===== src/rtl/alarm_controller.sv =====
// Alarm controller: compares BCD time-of-day against an HH:MM alarm and runs
// the ring / snooze / stop state machine, paced by the shared 1 Hz tick.
module alarm_controller #(
  parameter int unsigned RING_SECS   = 60,
  parameter int unsigned SNOOZE_SECS = 300,
  parameter int unsigned MAX_SNOOZE  = 3
) (
  input  logic       clk,
  input  logic       rst,
  input  logic       sec_tick,
  input  logic [1:0] H1,
  input  logic [3:0] H2,
  input  logic [2:0] M1,
  input  logic [3:0] M2,
  input  logic [2:0] S1,
  input  logic [3:0] S2,
  input  logic [1:0] AH1,
  input  logic [3:0] AH2,
  input  logic [2:0] AM1,
  input  logic [3:0] AM2,
  input  logic       alarm_en,
  input  logic       btn_stop,
  input  logic       btn_snooze,
  output logic       ringing,
  output logic       buzzer,
  output logic       snooze_active,
  output logic [1:0] state,
  output logic [1:0] snooze_cnt
);

  localparam int unsigned RW = $clog2(RING_SECS + 1);
  localparam int unsigned SW = $clog2(SNOOZE_SECS + 1);
  localparam logic [RW-1:0] RING_LAST = RW'(RING_SECS - 1);
  localparam logic [SW-1:0] SNZ_LAST  = SW'(SNOOZE_SECS - 1);
  localparam logic [1:0]    SNZ_MAX   = 2'(MAX_SNOOZE);

  typedef enum logic [1:0] {
    IDLE    = 2'b00,
    RINGING = 2'b01,
    SNOOZE  = 2'b10
  } state_t;

  state_t        r_state;
  logic          r_match_q;
  logic [RW-1:0] r_ring_cnt;
  logic [SW-1:0] r_snz_cnt;
  logic [1:0]    r_snooze_cnt;
  logic          r_buzzer;
  logic          r_ringing;
  logic          r_snooze_active;

  state_t        w_state_nxt;
  logic [RW-1:0] w_ring_nxt;
  logic [SW-1:0] w_snz_nxt;
  logic [1:0]    w_scnt_nxt;
  logic          w_buzz_nxt;
  logic          w_match;
  logic          w_trigger;

  assign w_match = alarm_en & (H1 == AH1) & (H2 == AH2) & (M1 == AM1) & (M2 == AM2)
                 & (S1 == 3'd0) & (S2 == 4'd0);
  // Rising edge only, so a match held through HH:MM:00 fires once.
  assign w_trigger = w_match & ~r_match_q;

  always_comb begin
    w_state_nxt = r_state;
    w_ring_nxt  = r_ring_cnt;
    w_snz_nxt   = r_snz_cnt;
    w_scnt_nxt  = r_snooze_cnt;
    w_buzz_nxt  = r_buzzer;
    if (!alarm_en) begin
      w_state_nxt = IDLE;
      w_buzz_nxt  = 1'b0;
      w_scnt_nxt  = '0;
    end else begin
      case (r_state)
        IDLE: begin
          w_buzz_nxt = 1'b0;
          if (w_trigger) begin
            w_state_nxt = RINGING;
            w_ring_nxt  = '0;
            w_scnt_nxt  = '0;
            w_buzz_nxt  = 1'b1;
          end
        end
        RINGING: begin
          if (btn_stop) begin
            w_state_nxt = IDLE;
            w_buzz_nxt  = 1'b0;
            w_scnt_nxt  = '0;
          end else if (btn_snooze && (r_snooze_cnt < SNZ_MAX)) begin
            w_state_nxt = SNOOZE;
            w_snz_nxt   = '0;
            w_scnt_nxt  = r_snooze_cnt + 2'd1;
            w_buzz_nxt  = 1'b0;
          end else if (sec_tick) begin
            if (r_ring_cnt == RING_LAST) begin
              w_state_nxt = IDLE;
              w_buzz_nxt  = 1'b0;
              w_scnt_nxt  = '0;
            end else begin
              w_ring_nxt = r_ring_cnt + RW'(1);
              w_buzz_nxt = ~r_buzzer;
            end
          end
        end
        SNOOZE: begin
          w_buzz_nxt = 1'b0;
          if (btn_stop) begin
            w_state_nxt = IDLE;
            w_scnt_nxt  = '0;
          end else if (sec_tick) begin
            if (r_snz_cnt == SNZ_LAST) begin
              w_state_nxt = RINGING;
              w_ring_nxt  = '0;
              w_buzz_nxt  = 1'b1;
            end else begin
              w_snz_nxt = r_snz_cnt + SW'(1);
            end
          end
        end
        default: begin
          w_state_nxt = IDLE;
          w_buzz_nxt  = 1'b0;
          w_scnt_nxt  = '0;
        end
      endcase
    end
  end

  always_ff @(posedge clk or negedge rst) begin
    if (!rst) begin
      r_state         <= IDLE;
      r_match_q       <= 1'b0;
      r_ring_cnt      <= '0;
      r_snz_cnt       <= '0;
      r_snooze_cnt    <= '0;
      r_buzzer        <= 1'b0;
      r_ringing       <= 1'b0;
      r_snooze_active <= 1'b0;
    end else begin
      r_state         <= w_state_nxt;
      r_match_q       <= w_match;
      r_ring_cnt      <= w_ring_nxt;
      r_snz_cnt       <= w_snz_nxt;
      r_snooze_cnt    <= w_scnt_nxt;
      r_buzzer        <= w_buzz_nxt;
      r_ringing       <= (w_state_nxt == RINGING);
      r_snooze_active <= (w_state_nxt == SNOOZE);
    end
  end

  assign state         = r_state;
  assign ringing       = r_ringing;
  assign snooze_active = r_snooze_active;
  assign buzzer        = r_buzzer;
  assign snooze_cnt    = r_snooze_cnt;

endmodule


===== config.mk =====
export PLATFORM = sky130hd
export DESIGN_NAME = alarm_controller
export DESIGN_NICKNAME = d
export VERILOG_FILES = /design/src/rtl/alarm_controller.sv
export SDC_FILE = /design/constraint.sdc
export NUM_CORES = 1
export LEC_CHECK = 0
export BUFFER_PORTS_ARGS = -buffer_cell sky130_fd_sc_hd__clkbuf_2
export CAP_MARGIN = 25
export CORE_MARGIN = 2
export CORE_UTILIZATION = 46
export DETAILED_ROUTE_END_ITERATION = 16
export PLACE_DENSITY = 0.76
export REMOVE_ABC_BUFFERS = 1
export SKIP_LAST_GASP = 1
export SLEW_MARGIN = 25
export SYNTH_ARGS = -nofsm -noshare
export SYNTH_HDL_FRONTEND = slang
export SYNTH_SLANG_ARGS = --single-unit

===== constraint.sdc =====
create_clock -name clk -period 1.9 [get_ports clk]
set_input_delay 0.285 -clock clk [delete_from_list [all_inputs] [get_ports clk]]
set_output_delay 0.285 -clock clk [all_outputs]
set_load 0.01 [all_outputs]

== After elaboration in Yosys (flattened, before gate mapping) ==
Cells that the tools add are included.

* Output and inout bits: 7
* Word-level logic and storage cells: 97
* Input bits: 39
* Register bits after elaboration: 23

* Bitwise gates (word level): 9
* Reduce and logical (&&, ||, !) cells: 9
* Magnitude comparators: 1
* Eq/ne operators: 24
* Multiplexer cells: 43
* Add/sub/neg operators: 3

{| class="wikitable"
|+ Operator list
! operator !! count
|-
| $mux W6 || 8
|-
| $mux W9 || 5
|-
| $mux W2 || 16
|-
| $ne A2 B2 Y1 const B || 10
|-
| $pmux W6 S3 || 1
|-
| $pmux W9 S2 || 1
|-
| $pmux W2 S3 || 2
|-
| $ne A5 B5 Y1 const B || 2
|-
| $reduce_and A10 Y1 || 1
|-
| $add A9 B1 Y9 const B || 1
|-
| $eq A9 B9 Y1 const B || 1
|-
| $mux W1 || 9
|-
| $eq A4 B4 Y1 || 2
|-
| $and A1 B1 Y1 || 7
|-
| $reduce_and A7 Y1 || 1
|-
| $add A6 B1 Y6 const B || 1
|-
| $eq A6 B6 Y1 const B || 1
|-
| $ne A3 B3 Y1 const B || 2
|-
| $eq A2 B1 Y1 const B || 2
|-
| $eq A2 B2 Y1 const B || 2
|-
| $logic_not A4 Y1 || 1
|-
| $reduce_and A4 Y1 || 1
|-
| $eq A3 B3 Y1 || 1
|-
| $logic_not A3 Y1 || 1
|-
| other kinds (9) || 10
|}

== Depth between registers and ports, before layout ==
* Depth in word-level cells: 12
* Depth in mapped cells: 8
* Mapped depth without buffers: 6

== Least setup slack after synthesis ==
OpenSTA, ideal clock, no wires.

* Path type: flip-flop to flip-flop
* Start: register r_state[1], in the netlist state[1]
* End: register r_snz_cnt[3]
* Library setup time: 95 ps
* Stages on the path, launching flop included: 8
* Arrival: 1869 ps
* Buffers on the path: 2
* Clock period less this slack: 1964 ps
* Data required time: 1805 ps
* Slack: -64 ps
* Cells stage by stage: dfrtp_1 buf_2 nand2b_1 nor3_4 o21ai_0 buf_2 or2_2 o31ai_1

* Longest elaborated chain between the ends: 3
* Elaborated cells between the ends (all ways): 10
* Those cells by class: eq/ne (7); mux (1); reduce/logical (2)

{| class="wikitable"
|+ RTL lines
! what !! line !! text
|-
| start, declared || 43 || <nowiki>state_t r_state;</nowiki>
|-
| start signal, assigned || 142 || <nowiki>r_state <= w_state_nxt;</nowiki>
|-
| $eq A2 B2 Y1 or $eq A2 B1 Y1 (tied branches) || 76 || <nowiki>case (r_state)</nowiki>
|-
| $ne A2 B2 Y1 (no source line) or $reduce_bool A2 Y1 (tied branches) || - ||
|-
| $reduce_and A7 Y1 (no source line) || - ||
|-
| end signal, assigned || 145 || <nowiki>r_snz_cnt <= w_snz_nxt;</nowiki>
|-
| end, declared || 46 || <nowiki>logic [SW-1:0] r_snz_cnt;</nowiki>
|}

Parallel ways exist; a longest one is shown, timed or not.
A chain may end at the register's enable or synchronous reset.

== Worst setup path after layout ==
* Start: register r_ring_cnt[0]
* End: register r_ring_cnt[5]

* Longest elaborated chain between the ends: 6
* Elaborated cells between the ends (all ways): 9
* Those cells by class: add/sub (1); eq/ne (2); mux (5); reduce/logical (1)

{| class="wikitable"
|+ RTL lines
! what !! line !! text
|-
| start, declared || 45 || <nowiki>logic [RW-1:0] r_ring_cnt;</nowiki>
|-
| start signal, assigned || 144 || <nowiki>r_ring_cnt <= w_ring_nxt;</nowiki>
|-
| $add A6 B1 Y6 || 102 || <nowiki>w_ring_nxt = r_ring_cnt + RW'(1);</nowiki>
|-
| $mux W6 || 97 || <nowiki>if (r_ring_cnt == RING_LAST) begin</nowiki>
|-
| $mux W6 || 96 || <nowiki>end else if (sec_tick) begin</nowiki>
|-
| $mux W6 || 91 || <nowiki>end else if (btn_snooze && (r_snooze_cnt < SNZ_MAX)) begin</nowiki>
|-
| $mux W6 || 87 || <nowiki>if (btn_stop) begin</nowiki>
|-
| $pmux W6 S3 || 76 ||
|}

Parallel ways exist; a longest one is shown, timed or not. The select of a mux whose other input is x is not followed.

==> out/metrics.yaml <==
synthesis:
  yosys-top-cells-area: "dfrtp_1 39%, xor2_1 8.4%, a21oi_1 4.4%, o21ai_0 4.4%, nand2_1 3.3%"
  synth_common_cells: "23 x dfrtp_1, 14 x xor2_1"
  ys_ff_latch: 23
  yosysTopAreaCell: "dfrtp_1"
  async_reset_ff_share_pct: 100.0
  syn_area_um2: 1466
  synth-seq-area-share_pct: 39.25
  yosysMostFrequentCell: "dfrtp_1"
  synth_edf_count: 0
  synth_top_area_share_pct: 39.25
  syn_inst: 163
  syn_area_per_cell_um2: 8.996
  synth_warnings: 0
  ys.flop_type: "dfrtp_1"
  synth_cell_types: 43
power:
  p_comb_share_pct: 14.2
  power_density_nw_per_um2: 408.7
  leakage_nw: 1.020
  switching_share_pct: 26.28
  ir_drop_uv: 295.4
  p_sw_mw: 0.2269
  power_mw: 0.8632
  pwr-share-clk_pct: 27.8
  p_int_mw: 0.6363
  p_seq_share_pct: 57.9
drt:
  drt_iter0_drc: 37
  dr_wl_met3_um: 141
  antenna_left: 0
  routedWlPerCell_um: 13.40
  totalWireLength_mm: 3.858
  dr.max_layer_used: "met4"
  dr_wl_met2_mm: 2.071
  drt-met1-wl_mm: 1.602
  drc: 0
  route.vias.total: 1526
  viasPerCell: 5.299
  first_pass_iters: 4
clock_network:
  root_buffer: "clkbuf_4"
  cts_buffers: 3
  path_clk_slew_ns: 0.14
  cts_max_path_buffers: 2
  h-tree-depth: 1
  insertion_delay_ns: 0.33
  cts_sinks: 23
  cts_tree: "yes"
die:
  rows: 20
  die_x_um: 60.46
  die_h_um: 60.46
  core_um2: 3053
  pin_count: 46
  start_util_pct: 48.03
  die-area_um2: 3655
place:
  hpwlAfterDp_mm: 2.857
  port_buffers: 45
  place.gp.congestion: 0.7762
sta:
  fmax_mhz: 540.8
  setup_tns_ns: 0
  finalCriticalPeriod_ns: 1.849
  finalSetupViolCount: 0
  maxSlewViolCount: 0
  relSlewSlack_pct: 61.46
  finClkSkew_ns: 0.01744
  fin_crit_sh_pct: 97.33
  timing.final.hold_violations: 0
  grt_setup_unrepaired: "yes"
  tightest_slew_ns: 0.5781
global_routing:
  grt_pass1_wl_mm: 5.940
  grt-ovfl-total: 0
  antenna_found_initial: 0
  grt_usage_pct: 21.56
  grt_max_degree: 24
  grt_pass1_vias: 1465
worst_hold_path:
  hold_class: "input port to register"
  whs_path_depth: 4
setup_path:
  worstRegToRegCells: 6
  cp.depth: 6
  crit_path_cell_trace: "ha_1 -> nand4b_1 -> o31ai_1 -> or3_4 -> or3_1 -> o21ai_1"
  worst_ep_required_time_ns: 2.17
  cpPeakStageDelay_ns: 0.44
  critPathBufInv: 0
  crit_family: "simple AND/OR/NAND/NOR gates"
  worstSetupEndpointType: "register"
  cp_max_fo: 4
  criticalPathCategory: "register to register"
  crit_arrival_ns: 2.12
  critPathLaunchType: "register"
  slowest_stage: "dfrtp_1"
layout:
  postLayoutCoreUtil_pct: 69.18
  antennaDiodeCount: 0
  drive_gt1_share_pct: 44.26
  area_delta_synth_final_pct: 44.03
  finalNetCount: 287
job:
  cap_violations: 0
run_status:
  outcome: "completed"
-- final timing paths --
kind / from / to / slack [ns]
worst max register to register: r_ring_cnt[0]$_DFFE_PN0P_ / r_ring_cnt[5]$_DFFE_PN0P_ / 0.05
min in group asynchronous: rst / r_ring_cnt[4]$_DFFE_PN0P_ / 0.46
worst min register to register: r_ring_cnt[0]$_DFFE_PN0P_ / r_ring_cnt[0]$_DFFE_PN0P_ / 0.54
worst min-delay path: alarm_en / buzzer$_DFFE_PN0N_ / 0.35
worst max-delay path: r_ring_cnt[0]$_DFFE_PN0P_ / r_ring_cnt[5]$_DFFE_PN0P_ / 0.05
max in group asynchronous: rst / snooze_active$_DFF_PN0_ / 1.04
-- logic make-up (layout without fill, tap and decap cells) --
| group | Yosys count | in the layout | synth area share [%] |
|---|---|---|---|
| muxes | 1 | 1 | 0.6826 |
| AOI/OAI and AO/OA | 45 | 45 | 19.03 |
| buffers and inverters | 8 | 89 | 2.303 |
| and+or+nand+nor | 69 | 69 | 27.82 |
| xor gates and xnor gates | 14 | 14 | 8.362 |
| adders and majority gates | 3 | 3 | 2.560 |
| DFF | 23 | 23 | 39.25 |
-- per-stage QoR --
stage | hold WS (ns) | setup slack, ns | area (um2) | std cells
2_1_floorplan | -0.01059 | -0.1803 | 1448 | 159
3_3_place_gp | 0.3052 | -0.1805 | 1946 | 277
3_5_place_dp | 0.3092 | -0.2377 | 1946 | 277
4_1_cts | 0.3415 | 0.001696 | 2017 | 284
5_1_grt | 0.3576 | -0.03592 | 2112 | 288
6_report | 0.3509 | 0.05079 | 2112 | 288
-- what timing repair did --
item	in CTS	in global routing
pin swaps	3	13
gates resized for setup	4	17
hold endpoints to repair	23	0
hold buffers	1	0
buffers inserted	2	4
setup endpoints to repair	5	13
-- routing by layer --
metal | GRT usage, % | vias to the layer above
li1 | - | 767
met1 | 23.92 | 722
met2 | 43.01 | 32
met3 | 1.919 | 5
met4 | 6.522 | 0
met5 | 0 | -
-- worst register-to-register path, cell delays in order (launching register included) --
cell and delay (ns):
dfrtp_1 0.44, ha_1 0.25, nand4b_1 0.14, o31ai_1 0.13, or3_4 0.37, or3_1 0.37, o21ai_1 0.08
-- sequential cells by signal, summed over array words and instances, names as in the netlist --
name           flops
r_snz_cnt          9
snooze_active      1
state              2
ringing            1
buzzer             1
r_match_q          1
r_ring_cnt         6
snooze_cnt         2
-- power groups by stage --
stage,clock network [mW],logic (mW),registers (mW)
2_1_floorplan,0,0.0408,0.509
3_3_place_gp,0,0.113,0.508
3_5_place_dp,0,0.116,0.509
4_1_cts,0.241,0.120,0.500
5_1_grt,0.254,0.136,0.501
6_report,0.240,0.123,0.500
-- cell type report --
| cell class | count | area (um2) |
|---|---|---|
| timing repair buffer | 81 | 498.0 |
| clock inverter | 1 | 5.005 |
| inverter | 4 | 15.01 |
| sequential | 23 | 575.6 |
| fill | 268 | 940.9 |
| clock buffer | 3 | 22.52 |
| multi-input combinational | 132 | 940.9 |
| tap | 44 | 55.05 |
-- cells in the final DEF (no fill, tap or decap), drive strengths merged, types with 2 or more instances in the layout --
cell type	instances
o21ai	13
nand3	7
or2	2
nor3	4
or3	3
buf	35
nor2b	2
nand2	13
inv	4
clkbuf	48
o32a	2
ha	3
or4	3
a211oi	2
xor2	14
a21oi	13
and3	4
dfrtp	23
nand2b	5
o31ai	6
nor4	4
a31oi	3
nor2	13
No activity file was read; power rests on OpenSTA's default activity.
